**src/rtl/rt_pkg.sv**
```systemverilog
// Shared ray-tracing fixed-point definitions.
// Used by the intersection stage and by closest_hit.
//   fixed_t   : signed Q16.16 distance
//   FIXED_ONE : 1.0 in Q16.16
//   FIXED_MAX : largest representable distance (ray far clip default)
package rt_pkg;

  typedef logic signed [31:0] fixed_t;

  localparam fixed_t FIXED_ONE = 32'sh0001_0000;
  localparam fixed_t FIXED_MAX = 32'sh7FFF_FFFF;

endpackage

```
**src/rtl/closest_hit.sv**
```systemverilog
// closest_hit: reduces a ray's stream of per-triangle intersection results to a single
// nearest-hit summary.
//
// Ports:
//   i_clk, i_rst   : clock, synchronous active-high reset
//   i_start        : pulse, begin a new ray; samples i_num_tris (and i_any_mode if enabled)
//   i_num_tris     : number of results expected for the ray
//   i_any_mode     : (only with CLOSEST_HIT_ANY_EN) finish the ray on its first accepted hit
//   i_valid        : intersection result valid
//   i_result       : intersection hit flag
//   i_t            : intersection distance, signed Q16.16
//   o_busy         : collecting results for a ray
//   o_valid        : one-cycle pulse, summary outputs valid
//   o_hit          : at least one accepted hit
//   o_t            : nearest accepted t, T_FAR if no hit
//   o_tri_id       : arrival index of the nearest hit, 0 if no hit
//
// Optional feature macro: CLOSEST_HIT_ANY_EN (any-hit early-out for shadow rays).
module closest_hit
  import rt_pkg::*;
#(
  parameter int unsigned TRI_ID_W = 16,
  parameter fixed_t      T_FAR    = FIXED_MAX
) (
  input  logic                i_clk,
  input  logic                i_rst,
  input  logic                i_start,
  input  logic [TRI_ID_W-1:0] i_num_tris,
`ifdef CLOSEST_HIT_ANY_EN
  input  logic                i_any_mode,
`endif
  input  logic                i_valid,
  input  logic                i_result,
  input  fixed_t              i_t,
  output logic                o_busy,
  output logic                o_valid,
  output logic                o_hit,
  output fixed_t              o_t,
  output logic [TRI_ID_W-1:0] o_tri_id
);

  typedef enum logic [1:0] {StIdle, StCollect, StDone} state_e;

  state_e                state_q, state_d;
  logic [TRI_ID_W-1:0]   count_q, count_d;
  logic [TRI_ID_W-1:0]   num_q, num_d;
  fixed_t                best_t_q, best_t_d;
  logic [TRI_ID_W-1:0]   best_id_q, best_id_d;
  logic                  hit_q, hit_d;
  logic                  any_q, any_d;
  logic                  out_hit_q;
  fixed_t                out_t_q;
  logic [TRI_ID_W-1:0]   out_id_q;
  logic                  any_start;
  logic                  accept;

`ifdef CLOSEST_HIT_ANY_EN
  assign any_start = i_any_mode;
`else
  assign any_start = 1'b0;
`endif

  always_comb begin
    state_d   = state_q;
    count_d   = count_q;
    num_d     = num_q;
    best_t_d  = best_t_q;
    best_id_d = best_id_q;
    hit_d     = hit_q;
    any_d     = any_q;
    accept    = 1'b0;

    unique case (state_q)
      StIdle: ;
      StCollect: begin
        if (i_valid) begin
          // Strict compare: an equal t keeps the earlier index.
          accept  = i_result && (i_t < best_t_q);
          count_d = count_q + 1'b1;
          if (accept) begin
            best_t_d  = i_t;
            best_id_d = count_q;
            hit_d     = 1'b1;
          end
          if ((count_q == num_q - 1'b1) || (any_q && accept)) begin
            state_d = StDone;
          end
        end
      end
      StDone:  state_d = StIdle;
      default: state_d = StIdle;
    endcase

    // A start in any state wins: it aborts a ray in flight (dropping a coincident result)
    // or overlaps the DONE cycle, whose outputs were already registered.
    if (i_start) begin
      count_d   = '0;
      num_d     = i_num_tris;
      best_t_d  = T_FAR;
      best_id_d = '0;
      hit_d     = 1'b0;
      any_d     = any_start;
      state_d   = (i_num_tris == '0) ? StDone : StCollect;
    end
  end

  always_ff @(posedge i_clk) begin
    if (i_rst) begin
      state_q   <= StIdle;
      count_q   <= '0;
      num_q     <= '0;
      best_t_q  <= T_FAR;
      best_id_q <= '0;
      hit_q     <= 1'b0;
      any_q     <= 1'b0;
      out_hit_q <= 1'b0;
      out_t_q   <= T_FAR;
      out_id_q  <= '0;
    end else begin
      state_q   <= state_d;
      count_q   <= count_d;
      num_q     <= num_d;
      best_t_q  <= best_t_d;
      best_id_q <= best_id_d;
      hit_q     <= hit_d;
      any_q     <= any_d;
      // Summary registers load only on entry to DONE and hold until the next one.
      if (state_d == StDone) begin
        out_hit_q <= hit_d;
        out_t_q   <= best_t_d;
        out_id_q  <= best_id_d;
      end
    end
  end

  assign o_busy   = (state_q == StCollect);
  assign o_valid  = (state_q == StDone);
  assign o_hit    = out_hit_q;
  assign o_t      = out_t_q;
  assign o_tri_id = out_id_q;

endmodule

```
**config.mk**
```make
export PLATFORM = sky130hd
export DESIGN_NAME = closest_hit
export DESIGN_NICKNAME = d
export VERILOG_FILES = /design/src/rtl/rt_pkg.sv /design/src/rtl/closest_hit.sv
export SDC_FILE = /design/constraint.sdc
export NUM_CORES = 1
export LEC_CHECK = 0
export ABC_AREA = 1
export ABC_CLOCK_PERIOD_IN_PS = 3790
export BUFFER_PORTS_ARGS = -buffer_cell sky130_fd_sc_hd__buf_2
export CORE_MARGIN = 2
export CORE_UTILIZATION = 50
export DETAILED_ROUTE_END_ITERATION = 10
export PLACE_DENSITY = 0.69
export RECOVER_POWER = 25
export SLEW_MARGIN = 20
export SYNTH_ARGS = -nofsm -noshare
export SYNTH_HDL_FRONTEND = slang
export SYNTH_SLANG_ARGS = --single-unit
```
**constraint.sdc**
```tcl
create_clock -name i_clk -period 3.79 [get_ports i_clk]
set_input_delay 0.5685 -clock i_clk [delete_from_list [all_inputs] [get_ports i_clk]]
set_output_delay 0.5685 -clock i_clk [all_outputs]
set_load 0.01 [all_outputs]
```
==> results.py, run 1 <==
metrics = {
    "place": {
        "dp.cells": 1114,
        "routabilityCongestion": 0.862,
        "dp_slack_ns": 0.970,
        "post_dp_cell_area_sq_um": 7010,
        "dpl.hpwl_microns": 10100,
        "port_buffers": 103,
    },
    "grt": {
        "grt_pass1_wl_microns": 25200,
        "grt_start_max_net_pins": 49,
        "first_global_vias": 5207,
        "antenna_found_initial": 0,
        "grt-ovfl-total": 0,
        "track_usage_pct": 22.5,
    },
    "routing": {
        "wl_microns": 14800,
        "dr.pass1.iters": 4,
        "initialDrtViolationCount": 373,
        "wire_per_inst_microns": 12.9,
        "ant_nets": 0,
        "avgViaCountPerCell": 4.97,
        "via_count": 5688,
        "drc": 0,
    },
    "sta": {
        "whs_ns": 0.375,
        "period_minus_slack_ns": 2.49,
        "final.setup.worst_slack_ns": 1.30,
        "tns_ns": 0,
        "slew_headroom_pct": 43.0,
        "rsz0062_at_grt": "false",
        "fmax_ghz": 0.402,
        "finalSetupViolations": 0,
        "hold_viol_final": 0,
        "worstMarginPinSlew_ns": 0.855,
        "slew_viol_final": 0,
        "clock_skew_ns": 0.0115,
        "period_share_pct": 65.6,
    },
    "worst_setup_path": {
        "cp.required_ns": 4.11,
        "worstSetupPathType": "register to register",
        "worst_setup_path_start_kind": "register",
        "worstRegToRegCells": 17,
        "reg2reg_from": "best_t_q[5]$_SDFF_PP1_",
        "crit_path_end_kind": "register",
        "crit_fanout": 25,
        "worstPathArrival_ns": 2.80,
        "r2r_slack_ns": 1.30,
        "regToRegEndpoint": "o_t[10]$_SDFFE_PP1N_",
    },
    "pwr": {
        "power.density_nw_per_um2": 431,
        "p_leak_nw": 3.94,
        "power.total_mw": 3.24,
        "ir_drop_v": 0.000293,
    },
    "clocking": {
        "cts_buffer_depth": 2,
        "clock_sinks": 132,
        "cts_htree_levels": 4,
        "cts-root-buf": "clkbuf_16",
        "postCtsSetupBuffers": 0,
        "clk_latency_ns": 0.43,
        "cts_tree": "built",
        "path_clk_slew_ns": 0.06,
        "numCtsBuffers": 17,
        "post_cts_resized": 0,
        "cts_hold_buf": 0,
    },
    "yosys": {
        "yosysSeqAreaShare_pct": 41.1,
        "yosysWarningCount": 0,
        "synth_seq_cells": 132,
        "synth_cell_types": 38,
        "async_flop_share_pct": 0,
        "syn_area_per_cell_sq_um": 7.39,
        "synth_cells": 871,
        "synth_edf_count": 0,
        "synth_top_area_share_pct": 41.1,
        "synth.largest_area_cell": "dfxtp_1",
        "syn-cell-area_sq_um": 6440,
        "yosys-top-cells-area": "dfxtp_1 41%, nand2_1 12%, inv_1 6.5%",
        "synth_top_flop_cell": "dfxtp_1",
        "synth_nets": 957,
    },
    "die": {
        "start_util_pct": 51.2,
        "fp-row-count": 41,
        "die_w_microns": 117,
        "die-area_sq_um": 13800,
        "io_pins": 104,
        "die_h_microns": 117,
        "fp.coreArea_sq_um": 12600,
    },
    "layout": {
        "final_nets": 1047,
        "fin_cells": 1145,
        "drive_gt1_share_pct": 14.7,
        "fillers": 1196,
        "area_delta_synth_final_pct": 16.8,
        "final_area_sq_um": 7520,
        "diodes": 0,
        "utilization_pct": 59.8,
    },
    "min_path": {
        "min-delay-start": "i_num_tris[3]",
        "hold_class": "input port to register",
        "worstHoldPathCells": 3,
        "min_to": "num_q[3]$_SDFFE_PP0P_",
    },
    "run_status": {
        "status": "complete, no violations",
    },
    "job": {
        "cap_violations": 0,
    },
}
## cell type report
cell class / count / area (sq um) / share of cell area, %
Timing Repair Buffer: 111 / 546 / 7.26
Inverter: 119 / 449 / 5.98
Multi-Input combinational cell: 580 / 3110 / 41.4
Sequential cell: 132 / 2640 / 35.2
Tap cell: 172 / 215 / 2.86
Clock inverter: 9 / 80.1 / 1.07
Clock buffer: 22 / 474 / 6.31
## Yosys cell counts, types with 4 or more instances
| cell type | number |
|---|---|
| o21ai_0 | 31 |
| a21oi_2 | 9 |
| nand3_1 | 66 |
| nand2_1 | 201 |
| nor2_1 | 76 |
| nor4_1 | 4 |
| clkbuf_1 | 19 |
| ha_1 | 33 |
| nor2_2 | 7 |
| buf_2 | 9 |
| nor3_1 | 16 |
| inv_1 | 112 |
| xnor2_1 | 5 |
| inv_2 | 5 |
| a21oi_1 | 41 |
| nand4_1 | 55 |
| dfxtp_1 | 132 |
| buf_6 | 6 |
| xor2_1 | 17 |
## cells in the final DEF (no fill, tap or decap), types with 2 or more instances in the layout
master / synthesis / routed
buf_2: 9 / 72
inv_2: 5 / 5
or2_2: 2 / 2
ha_1: 33 / 33
dfxtp_1: 132 / 132
nor2_4: 2 / 4
nand3_4: 2 / 2
nor2_2: 7 / 7
nor4_1: 4 / 4
nor3_1: 16 / 16
buf_4: 1 / 6
a21oi_1: 41 / 41
clkbuf_8: 0 / 3
nand4_1: 55 / 55
inv_1: 112 / 112
clkinv_4: 0 / 2
xor2_1: 17 / 17
xnor2_1: 5 / 5
nand2_1: 201 / 201
nand3_2: 1 / 3
a21oi_2: 9 / 9
clkbuf_1: 19 / 34
clkinv_2: 0 / 5
o21ai_1: 3 / 3
clkbuf_16: 0 / 17
nor2_1: 76 / 74
o21ai_0: 31 / 31
nand3_1: 66 / 64
## flip-flops by register name, indices dropped and copies added, names as in the netlist
register and flops:
o_t 32, best_t_q 32, hit_q 1, o_hit 1, num_q 16, count_q 16
o_tri_id 16, state_q 2, best_id_q 16
## report_power, final
part / internal [mW] / switching, mW / total [mW] / leakage, nW
clock: 0.944 / 0.607 / 1.55 / 0.275
combinational: 0.0949 / 0.172 / 0.267 / 2.60
sequential: 1.41 / 0.0156 / 1.42 / 1.07
total: 2.45 / 0.795 / 3.24 / 3.94
## cells by family after synthesis
kind of cell | share of synthesized area (%)
buffers and inverters | 11.0
XOR/XNOR | 3.34
AO/OA/AOI/OAI | 7.39
adder cells (fa/ha/maj) | 6.42
AND/OR/NAND/NOR | 30.8
flip-flops | 41.1
## worst max-delay path by stage
stage                     slack, ns                        end                     from
after floorplan                1.55   o_tri_id[6]$_SDFFE_PP0N_                   i_t[5]
after global placement         0.97        o_t[0]$_SDFFE_PP1N_                   i_t[5]
after detailed placement       0.97       o_t[26]$_SDFFE_PP1N_                   i_t[5]
after CTS                      1.28       o_t[10]$_SDFFE_PP1N_   best_t_q[5]$_SDFF_PP1_
after global routing           0.96  o_tri_id[15]$_SDFFE_PP0N_  best_t_q[21]$_SDFF_PP1_
final                          1.30       o_t[10]$_SDFFE_PP1N_   best_t_q[5]$_SDFF_PP1_
## worst max-delay path, cell delays in order, from the launching register on
cell and delay, ns:
dfxtp_1 0.33, inv_1 0.04, ha_1 0.28, a21oi_1 0.15
nor2_1 0.05, nor3_1 0.12, nand2_1 0.08, nand2_1 0.06
nand2_1 0.07, nand2_1 0.10, nand2_1 0.06, nand2_1 0.09
nand3_2 0.33, buf_12 0.31, nand2_1 0.06, nand3_1 0.09
nand2_1 0.11, nand2_1 0.07
## routing by layer
metal  track usage, %  vias to the layer above  part of all wire, %
li1                 -                     2999                    -
met1             31.5                     2513                   50
met2             34.0                      161                   43
met3             4.84                       15                  5.5
met4             8.58                        0                  1.5
met5                0                        -                    0
Note: power is estimated with default switching activity, not from simulation.
==> run 2: changes to the inputs <==
ABC_CLOCK_PERIOD_IN_PS = 2400   (was 3790)
clock period = 2.4 ns   (was 3.79 ns; I/O delays follow)
==> run 2 against run 1 <==
Effect of this change:
- flip-flop and latch count is the same
- core utilization grew 3.3 points
- sequential share of layout area shrank 1.8 points
- worst setup slack lost 1.1 ns
- via count grew 3.0%
- die area is the same
- combinational power grew 78%
- critical path depth is the same
- maximum frequency grew 13%
- critical path type unchanged
- largest power group unchanged
==> results.py, run 2 (synthesized netlist as in run 1, its figures left out) <==
metrics = {
    "run_status": {
        "status": "complete, no violations",
    },
    "grt": {
        "grt_start_max_net_pins": 34,
        "first_global_vias": 5419,
        "antenna_found_initial": 0,
        "track_usage_pct": 22.7,
        "grt-ovfl-total": 0,
        "grt_pass1_wl_microns": 25600,
    },
    "place": {
        "dpl.hpwl_microns": 10700,
        "post_dp_cell_area_sq_um": 7220,
        "routabilityCongestion": 0.813,
        "port_buffers": 103,
        "dp_slack_ns": 0.0688,
    },
    "layout": {
        "final_nets": 1068,
        "area_delta_synth_final_pct": 23.3,
        "drive_gt1_share_pct": 18.7,
        "multi_input_area_sq_um": 3190,
        "final_area_sq_um": 7940,
        "regArea_sq_um": 2650,
        "layout_commonest_cell": "nand2_1",
        "diodes": 0,
        "utilization_pct": 63.1,
        "fillers": 1229,
        "final_cell_mix": "199 x nand2_1, 130 x dfxtp_1, 112 x inv_1",
    },
    "die": {
        "fp.coreArea_sq_um": 12600,
        "fp-row-count": 41,
        "die_w_microns": 117,
        "die_h_microns": 117,
        "die-area_sq_um": 13800,
        "io_pins": 104,
        "start_util_pct": 51.2,
    },
    "worst_setup_path": {
        "timing.critical_path.from": "best_t_q[15]$_SDFF_PP1_",
        "crit_end": "o_t[22]$_SDFFE_PP1N_",
        "reg2reg_from": "best_t_q[15]$_SDFF_PP1_",
        "crit_path_end_kind": "register",
        "regToRegEndpoint": "o_t[22]$_SDFFE_PP1N_",
        "worstRegToRegCells": 17,
        "worstPathArrival_ns": 2.52,
        "cp.required_ns": 2.72,
        "worst_setup_path_start_kind": "register",
        "r2r_slack_ns": 0.20,
        "crit_fanout": 20,
        "worstSetupPathType": "register to register",
    },
    "sta": {
        "hold_viol_final": 0,
        "rsz0062_at_grt": "true",
        "slew_viol_final": 0,
        "final.setup.worst_slack_ns": 0.200,
        "fmax_ghz": 0.454,
        "clock_skew_ns": 0.00816,
        "finalSetupViolations": 0,
        "period_share_pct": 91.7,
        "period_minus_slack_ns": 2.20,
        "worstMarginPinSlew_ns": 0.839,
        "slew_headroom_pct": 44.1,
    },
    "routing": {
        "via_count": 5860,
        "drc": 0,
        "initialDrtViolationCount": 349,
        "avgViaCountPerCell": 5.02,
        "dr.pass1.iters": 5,
        "ant_nets": 0,
        "wl_microns": 15200,
        "wire_per_inst_microns": 13.0,
    },
    "pwr": {
        "pwr-share-comb_pct": 8.8,
        "power.density_nw_per_um2": 680,
        "p_leak_nw": 4.13,
        "p_sw_share_pct": 23.6,
        "share_seq_of_total_power_pct": 41.6,
        "p_int_mw": 4.12,
        "ir_drop_v": 0.000446,
        "p_clk_share_pct": 49.6,
        "p_switching_mw": 1.27,
    },
    "min_path": {
        "hold_class": "input port to register",
        "worstHoldPathCells": 3,
    },
    "clocking": {
        "cts_hold_buf": 0,
        "path_clk_slew_ns": 0.06,
        "clock_sinks": 132,
        "numCtsBuffers": 17,
        "cts_tree": "built",
        "cts_htree_levels": 4,
        "cts-root-buf": "clkbuf_16",
        "cts_buffer_depth": 2,
        "clk_latency_ns": 0.42,
    },
    "job": {
        "cap_violations": 0,
    },
}
[run 2: cell type report]
cell class	count	share of cell area [%]
Clock buffer	20	5.88
Clock inverter	12	1.94
Inverter	119	5.66
Multi-Input combinational cell	581	40.2
Sequential cell	132	33.3
Tap cell	172	2.71
Timing Repair Buffer	131	10.3
[run 2: worst max-delay path, stage by stage (launching register included)]
cell     delay (ns)
dfxtp_2        0.33
inv_1          0.04
ha_1           0.28
nand2_1        0.08
inv_1          0.07
nand3_2        0.09
a31oi_1        0.19
nor2_1         0.06
nand2_1        0.08
nand2_2        0.06
nand2_1        0.07
nand2_2        0.10
buf_4          0.17
buf_12         0.15
nand4_1        0.07
nand3_1        0.12
nand2_1        0.09
nand2_1        0.04
[run 2: metal layers]
layer | vias up | track usage (%) | part of all wire, %
met5 | - | 0 | 0
met4 | 0 | 8.28 | 1.7
met3 | 23 | 5.09 | 5.3
met1 | 2628 | 31.1 | 49
met2 | 153 | 35.3 | 44
li1 | 3056 | - | -
[run 2: timing repair]
action	4_1_cts	5_1_grt
resized for setup	0	19
setup endpoints to repair	0	95
buffers inserted	0	0
endpoints found under the hold margin	0	0
[run 2: stage by stage]
step	TNS (ns)	std cells	total power, mW	hold WS (ns)
floorplan	0	871	2.59	0.427
global placement	0	1132	2.75	0.432
detailed placement	0	1132	2.75	0.436
CTS	0	1164	5.42	0.159
global route	-0.0338	1167	5.61	0.182
finish	0	1167	5.40	0.173
[run 2: worst min-delay path by stage]
stage,slack (ns),to,from
3_5_place_dp,0.44,o_t[16]$_SDFFE_PP1N_,o_t[16]$_SDFFE_PP1N_
4_1_cts,0.16,num_q[12]$_SDFFE_PP0P_,i_num_tris[12]
5_1_grt,0.18,num_q[12]$_SDFFE_PP0P_,i_num_tris[12]
2_1_floorplan,0.43,state_q[1]$_SDFF_PP0_,i_rst
6_report,0.17,num_q[13]$_SDFFE_PP0P_,i_num_tris[13]
3_3_place_gp,0.43,o_t[20]$_SDFFE_PP1N_,o_t[20]$_SDFFE_PP1N_
[run 2: power groups by stage]
stage	sequential (mW)	combinational (mW)	clock (mW)
detailed placement	2.29	0.459	0
floorplan	2.29	0.305	0
finish	2.25	0.476	2.67
global route	2.25	0.541	2.82
global placement	2.29	0.455	0
CTS	2.25	0.464	2.71
==> run 3: changes to the inputs <==
ABC_CLOCK_PERIOD_IN_PS = 1800   (was 2400)
PLACE_DENSITY = 0.72   (was 0.69)
clock period = 1.8 ns   (was 2.4 ns; I/O delays follow)
==> run 3 against run 2 <==
Effect of this change:
- the flow now finishes with violations (setup timing)
- hold slack got worse by 0.10 ns
- power rose by 47%
- maximum frequency fell by 7.8%
- cell count rose by 7.8%
- sequential power rose by 33%
- via count rose by 25%
- critical endpoint is now o_t[29]$_SDFFE_PP1N_
- largest cell class unchanged
==> results.py, run 3 (synthesized netlist as in run 1, its figures left out) <==
metrics = {
    "run_status": {
        "status": "finished, violations left",
        "violations": "setup timing",
    },
    "worst_setup_path": {
        "crit_path_end_kind": "register",
        "crit_fanout": 6,
        "worstPathArrival_ns": 2.72,
        "worst_setup_path_start_kind": "register",
        "cp.required_ns": 2.14,
        "worstSetupPathType": "register to register",
        "worstRegToRegCells": 16,
    },
    "job": {
        "cap_violations": 0,
    },
    "routing": {
        "via_count": 7302,
        "wire_per_inst_microns": 19.4,
        "initialDrtViolationCount": 909,
        "wl_microns": 24400,
        "dr_wl_met3_microns": 2190,
        "avgViaCountPerCell": 5.80,
        "dr.pass1.iters": 7,
        "ant_nets": 0,
        "drc": 0,
        "met1Wirelength_microns": 9190,
        "dr_wl_met2_microns": 11500,
        "highest_layer": "met4",
    },
    "clocking": {
        "cts_tree": "built",
        "clock_sinks": 132,
        "clk_latency_ns": 0.44,
        "numCtsBuffers": 17,
        "cts-root-buf": "clkbuf_16",
        "cts_htree_levels": 4,
        "path_clk_slew_ns": 0.06,
        "cts_buffer_depth": 2,
    },
    "sta": {
        "finalSetupViolations": 103,
        "slew_headroom_pct": 56.8,
        "worstMarginPinSlew_ns": 0.649,
        "fmax_ghz": 0.419,
        "slew_viol_final": 0,
        "period_share_pct": 133,
        "whs_ns": 0.0687,
        "final.setup.worst_slack_ns": -0.587,
        "tns_ns": -47.77,
        "period_minus_slack_ns": 2.39,
        "clock_skew_ns": 0.0102,
        "hold_viol_final": 0,
        "rsz0062_at_grt": "true",
    },
    "layout": {
        "layout_commonest_cell": "nand2_1",
        "area_delta_synth_final_pct": 53.9,
        "drive_gt1_share_pct": 45.2,
        "final_nets": 1158,
        "final_cell_mix": "141 x nand2_1, 105 x dfxtp_1, 102 x buf_2",
        "multi_input_area_sq_um": 4100,
        "utilization_pct": 78.8,
        "regArea_sq_um": 2680,
        "fillers": 720,
    },
    "die": {
        "fp-row-count": 41,
        "die_w_microns": 117,
        "fp.coreArea_sq_um": 12600,
        "start_util_pct": 51.2,
        "io_pins": 104,
        "die_h_microns": 117,
        "die-area_sq_um": 13800,
    },
    "grt": {
        "grt-ovfl-total": 0,
        "first_global_vias": 6616,
        "track_usage_pct": 29.7,
        "antenna_found_initial": 1,
        "grt_pass1_wl_microns": 32800,
        "grt_start_max_net_pins": 44,
    },
    "pwr": {
        "p_leak_nw": 4.76,
        "p_sw_share_pct": 25.7,
        "ir_drop_v": 0.000836,
        "pwr-share-comb_pct": 13.0,
        "p_int_mw": 5.90,
        "power.density_nw_per_um2": 801,
        "p_switching_mw": 2.04,
        "power.total_mw": 7.94,
        "share_seq_of_total_power_pct": 37.9,
        "p_clk_share_pct": 49.2,
    },
    "min_path": {
        "hold_class": "input port to register",
        "worstHoldPathCells": 3,
    },
    "place": {
        "port_buffers": 103,
        "dpl.hpwl_microns": 11200,
        "routabilityCongestion": 0.846,
    },
}
==> run 3: cell count changes in the layout (fill, tap and decap cells not counted), moves of 27 or more <==
cell	change
buf_4	+67
clkbuf_1	-27
nand2_1	-58
buf_2	+27
nand3_1	-44
nand2_2	+33
nand3_2	+32
==> run 3: power by group through the flow <==
stage / sequential, mW / combinational [mW] / clock (mW)
floorplan: 3.05 / 0.427 / 0
global placement: 3.06 / 0.702 / 0
detailed placement: 3.06 / 0.711 / 0
CTS: 3.00 / 0.889 / 3.85
global route: 3.01 / 1.09 / 4.00
finish: 3.00 / 1.03 / 3.90
==> run 3: final cells by class <==
| class | instances | share of cell area (%) |
|---|---|---|
| Clock buffer | 18 | 4.43 |
| Sequential cell | 132 | 27.0 |
| Clock inverter | 14 | 2.10 |
| Antenna cell | 1 | 0.0253 |
| Tap cell | 172 | 2.17 |
| Timing Repair Buffer | 222 | 18.2 |
| Inverter | 119 | 4.66 |
| Multi-Input combinational cell | 580 | 41.4 |
==> run 3: through the flow <==
step	cells	cell area (sq um)	setup slack, ns
floorplan	871	6540	-0.156
detailed placement	1186	7720	-0.422
global placement	1186	7720	-0.367
global route	1258	9910	-0.654
finish	1258	9910	-0.587
CTS	1249	9370	-0.325
==> run 3: what timing repair did <==
action,4_1_cts,5_1_grt
cloned,8,2
gates resized for setup,156,125
endpoints found under the setup margin,103,108
pin swaps,26,30
buffers inserted,23,10
hold buffers,0,0
==> run 3: routing by layer <==
layer  GRT usage [%]  vias up
met4            15.1        0
li1                -     3235
met3            6.69      154
met1            37.2     3404
met2            48.1      509
met5               0        -
==> run 3: worst paths after layout <==
check	startpoint	endpoint	slack (ns)
worst max-delay path	best_t_q[25]$_SDFF_PP1_	o_t[29]$_SDFFE_PP1N_	-0.59
worst min-delay path	i_num_tris[12]	num_q[12]$_SDFFE_PP0P_	0.07
worst max register to register	best_t_q[25]$_SDFF_PP1_	o_t[29]$_SDFFE_PP1N_	-0.59
worst min register to register	o_t[21]$_SDFFE_PP1N_	o_t[21]$_SDFFE_PP1N_	0.44
==> run 3: worst max-delay path, cell delays in order, from the launching register on <==
cell and delay (ns):
dfxtp_2 0.36, inv_2 0.06, ha_4 0.22, a21oi_2 0.16
o21ai_1 0.08, nand2_1 0.07, o211ai_1 0.13, nor2_4 0.19
nand2_2 0.10, nand2_4 0.11, nand3_4 0.15, buf_6 0.16
buf_6 0.12, nand2_1 0.05, nand3_1 0.15, nand2_1 0.12
nand2_1 0.05
